$ cat src/rtl/bin_to_bcd_seq_pkg.sv
// ---------------------------------------------------------------------------
// bin_to_bcd_seq_pkg
// Shared definitions for the sequential binary-to-BCD converter:
//   - state_e   : FSM state encoding (IDLE, SHIFT, DONE)
//   - BCD_W     : width of one BCD digit
//   - BLANK     : digit code the 7-segment decoder renders as all segments off
//   - calc_sd() : number of scratch digits needed to hold 2^width-1
// ---------------------------------------------------------------------------
package bin_to_bcd_seq_pkg;

  typedef enum logic [1:0] {
    ST_IDLE  = 2'd0,
    ST_SHIFT = 2'd1,
    ST_DONE  = 2'd2
  } state_e;

  localparam int         BCD_W = 4;
  localparam logic [3:0] BLANK = 4'hF;

  // Each decimal digit covers a bit more than 3 binary bits, so
  // ceil(width/3) digits always hold 2^width-1.
  function automatic int calc_sd(input int width);
    return (width + 2) / 3;
  endfunction

endpackage

$ cat src/rtl/bin_to_bcd_seq_if.sv
// ---------------------------------------------------------------------------
// bin_to_bcd_seq_if
// Start/done handshake and data bus of the converter.
//   start : conversion request (master -> slave)
//   bin   : unsigned binary value, WIDTH bits (master -> slave)
//   busy  : conversion in progress (slave -> master)
//   done  : one-cycle result strobe (slave -> master)
//   bcd   : DIGITS packed BCD digits, digit 0 = units (slave -> master)
//   ovf   : last result did not fit in DIGITS digits (slave -> master)
// ---------------------------------------------------------------------------
interface bin_to_bcd_seq_if #(
  parameter int WIDTH  = 6,
  parameter int DIGITS = 2
);

  logic                  start;
  logic [WIDTH-1:0]      bin;
  logic                  busy;
  logic                  done;
  logic [4*DIGITS-1:0]   bcd;
  logic                  ovf;

  modport master (output start, bin, input busy, done, bcd, ovf);
  modport slave  (input start, bin, output busy, done, bcd, ovf);

endinterface

$ cat src/rtl/bin_to_bcd_seq_bcd_add3.sv
// ---------------------------------------------------------------------------
// bcd_add3
// Double-dabble digit corrector: adds 3 to a BCD digit of 5 or more so that
// the following left shift carries correctly into the next decimal digit.
//   i_digit : scratch digit before correction
//   o_digit : corrected digit
// ---------------------------------------------------------------------------
module bcd_add3
  import bin_to_bcd_seq_pkg::*;
(
  input  logic [BCD_W-1:0] i_digit,
  output logic [BCD_W-1:0] o_digit
);

  assign o_digit = (i_digit >= 4'd5) ? i_digit + 4'd3 : i_digit;

endmodule

$ cat src/rtl/bin_to_bcd_seq.sv
// ---------------------------------------------------------------------------
// bin_to_bcd_seq
// Sequential binary-to-BCD converter (shift-and-add-3). One conversion takes
// WIDTH shift cycles after the accepting edge; done pulses for one cycle in
// the DONE state. Values above 10^DIGITS-1 set ovf and blank every digit.
//   i_clk   : rising-edge clock
//   i_rst_n : asynchronous active-low reset
//   bus     : bin_to_bcd_seq_if slave (start, bin -> busy, done, bcd, ovf)
// ---------------------------------------------------------------------------
module bin_to_bcd_seq
  import bin_to_bcd_seq_pkg::*;
#(
  parameter int WIDTH  = 6,
  parameter int DIGITS = 2
) (
  input  logic              i_clk,
  input  logic              i_rst_n,
  bin_to_bcd_seq_if.slave   bus
);

  localparam int SD    = calc_sd(WIDTH);
  localparam int CNT_W = $clog2(WIDTH + 1);
  // Scratch result zero-extended to at least DIGITS digits, so digit
  // selection and the overflow test need no per-parameter special cases.
  localparam int PAD_D = (SD > DIGITS) ? SD : DIGITS;

  state_e                     r_state;
  state_e                     w_state_nxt;
  logic [WIDTH-1:0]           r_shift;
  logic [BCD_W*SD-1:0]        r_scratch;
  logic [BCD_W*SD-1:0]        w_corr;
  logic [CNT_W-1:0]           r_cnt;
  logic [BCD_W*DIGITS-1:0]    r_bcd;
  logic                       r_ovf;
  logic [BCD_W*DIGITS-1:0]    w_bcd_res;
  logic                       w_ovf_res;
  logic                       w_accept;
  logic                       w_last;
  logic [BCD_W*SD+WIDTH-1:0]  w_shifted;
  logic [BCD_W*PAD_D-1:0]     w_pad;

  // Add-3 correction on every scratch digit before the shift.
  for (genvar g = 0; g < SD; g++) begin : g_add3
    bcd_add3 u_add3 (
      .i_digit (r_scratch[BCD_W*g +: BCD_W]),
      .o_digit (w_corr[BCD_W*g +: BCD_W])
    );
  end

  // start is honoured only while idle or presenting a result; in SHIFT it
  // is dropped, not queued.
  assign w_accept = bus.start && ((r_state == ST_IDLE) || (r_state == ST_DONE));
  // r_cnt counts shifts already done, so the WIDTH-th shift is at WIDTH-1.
  assign w_last   = (r_state == ST_SHIFT) && (r_cnt == CNT_W'(WIDTH - 1));

  // {scratch, shift} moves left as one register; the shift MSB enters
  // scratch digit 0.
  assign w_shifted = {w_corr, r_shift} << 1;

  always_comb begin
    // NOTE: every signal written here gets a default first; a path that
    // leaves one unassigned would infer a latch.
    w_pad                  = '0;
    w_pad[BCD_W*SD-1:0]    = w_shifted[BCD_W*SD+WIDTH-1:WIDTH];
    w_ovf_res              = |(w_pad >> (BCD_W*DIGITS));
    w_bcd_res              = w_ovf_res ? {DIGITS{BLANK}} : w_pad[BCD_W*DIGITS-1:0];
  end

  // FSM next-state logic.
  always_comb begin
    w_state_nxt = r_state;
    unique case (r_state)
      ST_IDLE:  if (bus.start) w_state_nxt = ST_SHIFT;
      ST_SHIFT: if (w_last)    w_state_nxt = ST_DONE;
      ST_DONE:  w_state_nxt = bus.start ? ST_SHIFT : ST_IDLE;
      default:  w_state_nxt = ST_IDLE;
    endcase
  end

  // FSM state register.
  always_ff @(posedge i_clk or negedge i_rst_n) begin
    // NOTE: registers take non-blocking assignments so every flop samples
    // the pre-edge values regardless of block ordering.
    if (!i_rst_n) r_state <= ST_IDLE;
    else          r_state <= w_state_nxt;
  end

  // Datapath: shift/scratch/counter and the held result registers.
  always_ff @(posedge i_clk or negedge i_rst_n) begin
    if (!i_rst_n) begin
      r_shift   <= '0;
      r_scratch <= '0;
      r_cnt     <= '0;
      r_bcd     <= '0;
      r_ovf     <= 1'b0;
    end else begin
      if (w_accept) begin
        r_shift   <= bus.bin;
        r_scratch <= '0;
        r_cnt     <= '0;
      end else if (r_state == ST_SHIFT) begin
        r_shift   <= w_shifted[WIDTH-1:0];
        r_scratch <= w_shifted[BCD_W*SD+WIDTH-1:WIDTH];
        r_cnt     <= r_cnt + CNT_W'(1);
      end
      // Result registers change only on the SHIFT->DONE edge and hold
      // their value between conversions.
      if (w_last) begin
        r_bcd <= w_bcd_res;
        r_ovf <= w_ovf_res;
      end
    end
  end

  // Outputs are registers or decodes of the state register only.
  assign bus.busy = (r_state == ST_SHIFT);
  assign bus.done = (r_state == ST_DONE);
  assign bus.bcd  = r_bcd;
  assign bus.ovf  = r_ovf;

endmodule

$ cat src/flat_wrapper.sv
// flat-port wrapper written by rule: the top's interface ports become plain ports
module bin_to_bcd_seq_flat import bin_to_bcd_seq_pkg::*;
#(
  parameter int WIDTH  = 6,
  parameter int DIGITS = 2
)
  (i_clk, i_rst_n, bus_start, bus_bin, bus_busy, bus_done, bus_bcd, bus_ovf);
  bin_to_bcd_seq_if #(.WIDTH(WIDTH), .DIGITS(DIGITS)) bus_i ();
  input  logic i_clk;
  input  logic i_rst_n;
  input wire logic [$bits(bus_i.start)-1:0] bus_start;
  input wire logic [$bits(bus_i.bin)-1:0] bus_bin;
  output wire logic [$bits(bus_i.busy)-1:0] bus_busy;
  output wire logic [$bits(bus_i.done)-1:0] bus_done;
  output wire logic [$bits(bus_i.bcd)-1:0] bus_bcd;
  output wire logic [$bits(bus_i.ovf)-1:0] bus_ovf;
  assign bus_i.start = bus_start;
  assign bus_i.bin = bus_bin;
  assign bus_busy = bus_i.busy;
  assign bus_done = bus_i.done;
  assign bus_bcd = bus_i.bcd;
  assign bus_ovf = bus_i.ovf;
  bin_to_bcd_seq #(.WIDTH(WIDTH), .DIGITS(DIGITS)) u_core (.i_clk(i_clk), .i_rst_n(i_rst_n), .bus(bus_i));
endmodule
$ cat config.mk
export PLATFORM = sky130hd
export DESIGN_NAME = bin_to_bcd_seq_flat
export DESIGN_NICKNAME = d
export VERILOG_FILES = /design/src/rtl/bin_to_bcd_seq_pkg.sv /design/src/rtl/bin_to_bcd_seq_if.sv /design/src/rtl/bin_to_bcd_seq_bcd_add3.sv /design/src/rtl/bin_to_bcd_seq.sv /design/src/flat_wrapper.sv
export SDC_FILE = /design/constraint.sdc
export NUM_CORES = 1
export LEC_CHECK = 0
export CAP_MARGIN = 10
export CORE_ASPECT_RATIO = 0.5
export CORE_MARGIN = 2
export CORE_UTILIZATION = 50
export CTS_CLUSTER_DIAMETER = 80
export DETAILED_ROUTE_END_ITERATION = 8
export HOLD_SLACK_MARGIN = 0.12
export PLACE_DENSITY = 0.79
export RECOVER_POWER = 100
export SETUP_SLACK_MARGIN = 0.1
export SYNTH_ARGS = -nofsm -noshare
export SYNTH_HDL_FRONTEND = slang
export SYNTH_SLANG_ARGS = --single-unit
$ cat constraint.sdc
create_clock -name i_clk -period 1.65 [get_ports i_clk]
set_input_delay 0.33 -clock i_clk [delete_from_list [all_inputs] [get_ports i_clk]]
set_output_delay 0.33 -clock i_clk [all_outputs]
set_load 0.05 [all_outputs]
==> results of run 1 <==
## through the flow
stage	hold WS, ps	cells	utilization (%)	area (sq um)
after global routing	509	195	63.5	1680
after CTS	427	193	64.8	1720
after global placement	465	188	62.5	1660
after detailed placement	471	188	62.5	1660
after floorplan	34.4	134	-	1420
final	485	195	63.5	1680
## power by group through the flow
stage,clock network (mW),registers [mW],logic [mW]
floorplan,0,1.43,1.13
global placement,0,1.19,1.80
detailed placement,0,1.20,1.86
CTS,0.382,1.19,1.89
global route,0.411,1.23,1.98
finish,0.380,1.19,1.81
## layout by cell type, fill, tap and decap left out, drive strengths merged
cell / count
xnor2: 3
xor2: 1
dlygate4sd3: 2
nor3b: 2
conb: 1
nand3: 3
clkbuf: 14
o21ai: 15
clkdlybuf4s50: 6
a22o: 5
a21o: 1
clkinv: 2
ha: 6
mux2i: 7
a211oi: 5
buf: 7
a21oi: 12
inv: 7
dfrtp: 27
nor2b: 7
mux2: 4
nand2b: 3
nand2: 14
nor2: 3
nor3: 1
## state kept, by name (all words and copies together), names as in the netlist
register	cells
u_core.r_shift	6
u_core.bus.bcd	8
u_core.r_state	2
u_core.r_cnt	3
u_core.r_scratch	8
## cells by family (layout without fill, tap and decap cells)
logic type,after synthesis,count (layout)
AND/OR/NAND/NOR,33,33
multiplexers,11,11
other,1,1
AO/OA/AOI/OAI,38,38
XOR/XNOR,4,4
buffers and inverters,14,38
adder cells (fa/ha/maj),6,6
flip-flops,27,27
## metal layers
layer	up-vias	wire [microns]	GRT usage (%)
li1	508	-	-
met1	501	1230	23.5
met2	22	1240	27.6
met3	0	118	4.57
met4	0	0	5.17
met5	-	0	0
## timing repair
action	4_1_cts	5_1_grt
setup buffers	1	2
setup endpoints to repair	3	7
resized for setup	2	9
pin swaps	1	3
## path summary, 6_finish.rpt
path,endpoint,slack [ps],cells past startpoint,from
max in group asynchronous,u_core.r_state[1]$_DFFE_PN0P_,630,2,i_rst_n
min in group asynchronous,u_core.r_scratch[0]$_DFFE_PN0P_,600,2,i_rst_n
max,u_core.bus.bcd[1]$_DFFE_PN0P_,110,6,u_core.r_scratch[0]$_DFFE_PN0P_
min reg2reg,u_core.bus.bcd[7]$_DFFE_PN0P_,480,1,u_core.bus.bcd[7]$_DFFE_PN0P_
min,u_core.bus.bcd[7]$_DFFE_PN0P_,480,1,u_core.bus.bcd[7]$_DFFE_PN0P_
max reg2reg,u_core.bus.bcd[1]$_DFFE_PN0P_,110,6,u_core.r_scratch[0]$_DFFE_PN0P_
## final cells by class
class | instances | area [sq um]
Multi-Input combinational cell | 93 | 671
Clock inverter | 1 | 5.00
Tap cell | 37 | 46.3
Inverter | 8 | 35.0
Sequential cell | 27 | 676
Timing Repair Buffer | 26 | 209
Clock buffer | 3 | 41.3
Fill cell | 235 | 968
==> qor.yml, run 1 <==
outcome: "completed"
cts-htree-levels: 1
detail_route.first_pass.iterations: 4
timing.critical_path.cells: "ha_1, nand2b_1, a21oi_2, buf_4, xnor2_1, o21ai_0"
post-synth-top-area-cell: "sky130_fd_sc_hd__dfrtp_1"
fin_worst_skew_ps: 8.09
cts_tree: "built"
root_buffer_selected_by_cts: "sky130_fd_sc_hd__clkbuf_8"
normalized_max_slew_margin_pct: 56.6
crit_arrival_ps: 1700
grt_start_max_net_pins: 28
fp.coreArea_sq_mm: 0.00265
vdd_ir_drop_max_mv: 0.881
yosysWarningCount: 0
overall_power_mw: 3.38
detailedPlace.worstSlack_ps: 26.8
power_frac_comb_pct: 53.6
vias: 1031
critPathCaptureType: "flip-flop"
cell_internal_pwr_mw: 1.85
fin_crit_ps: 1540
grt-ovfl-total: 0
timing.max_cap.violations: 0
ctsLongestPathBuffers: 2
ys_ff_latch: 27
synth_common_cells: "sky130_fd_sc_hd__dfrtp_1 (27), sky130_fd_sc_hd__nand2_1 (14), sky130_fd_sc_hd__o21ai_0 (11)"
fraction_of_layout_cells_with_a_size_suffix_above_1_pct: 18.4
syn_area_per_cell_sq_um: 10.6
crit_path_category: "flip-flop to flip-flop"
setup_viol: 0
viasPerCell: 5.29
seq_total_area_yosys_pct: 47.6
yosys.area_share.adder_pct: 5.29
clkLatencyLatePin_ps: 280
max_freq_ghz: 0.648
chipHeight_microns: 41.7
synthMuxAreaShare_pct: 8.91
detailedRoute.firstIterationViolations: 29
cp_max_fo: 4
place.port_buffers: 18
timing.critical_path.slowest_cell_delay_ps: 430
cell_types_occupying_the_most_area_after_synthesis: "sky130_fd_sc_hd__dfrtp_1 (48%), sky130_fd_sc_hd__ha_1 (5.3%), sky130_fd_sc_hd__mux2i_1 (4.9%)"
path_clk_slew_ps: 100
grt_setup_unrepaired: "yes"
leakagePower_nw: 0.741
finalHoldViolations: 0
timing_worst_slew_pin_value_ps: 651
synth_most_common_cell: "sky130_fd_sc_hd__dfrtp_1"
final_net_count: 174
via_count_of_the_first_global_routing_pass: 940
cts_hold_buffers: 0
post_synth_inst_count: 134
remaining_drc_errors: 0
dieWidth_microns: 79.3
synthesis.area_sq_mm: 0.00142
post_drt_wl_per_cell_microns: 13.3
fraction_of_power_consumed_by_sequential_logic_pct: 35.2
timing.critical_path.from_type: "flip-flop"
synth_xor_xnor_area_share_pct: 2.47
synth-simple-area-share_pct: 12.8
synth_async_sr_flop_share_pct: 100
route.final.wire_length_mm: 2.59
critical-path-top-delay-family: "flip-flops"
design.die.area_sq_mm: 0.00331
setup_ws_ps: 106
synthesis.nets: 149
num_rows: 13
path_buf_inv: 1
critical-path-slowest-cell: "sky130_fd_sc_hd__dfrtp_1"
grt_first_pass_wirelength_mm: 4.32
cts.sinks: 27
ys_types: 32
drt.antenna.violating_nets: 0
ant_diodes: 0
timing.critical_path.required_ps: 1810
num_io_pins: 20
combinational_family_with_the_most_area_after_synthesis: "compound AO/OA/AOI/OAI gates"
total_power_per_unit_cell_area_mw_per_mm2: 2010
holdCritPathClass: "flip-flop to flip-flop"
synthToLayoutAreaGrowth_pct: 18.6
total_switching_power_mw: 1.53
globalplace.congestion: 0.728
effective_utilization_at_floorplan_pct: 53.5
numCtsBuffers: 3
synth_ff_type: "sky130_fd_sc_hd__dfrtp_1"
detailedPlacementHpwl_mm: 1.83
totalNegativeSetupSlack_ps: 0
post-route-period-util_pct: 93.6
antenna_found_initial: 0
swShare_pct: 45.4
number_of_synthesized_flops_with_an_enable_pin: 0
final_count_of_pins_violating_max_slew: 0
share_clk_of_total_power_pct: 11.3
synth-compound-area-share_pct: 17.4
grtUsageTotal_pct: 17.3
synth_top_area_share_pct: 47.6
Power figures use the tool's default switching activity.
==> run 2: changes to the inputs <==
- CTS_BUF_LIST: not set -> sky130_fd_sc_hd__clkbuf_8 sky130_fd_sc_hd__clkbuf_16
==> results of run 2 <==
Same layout as run 1: the final DEF is identical, and so are final timing and power.
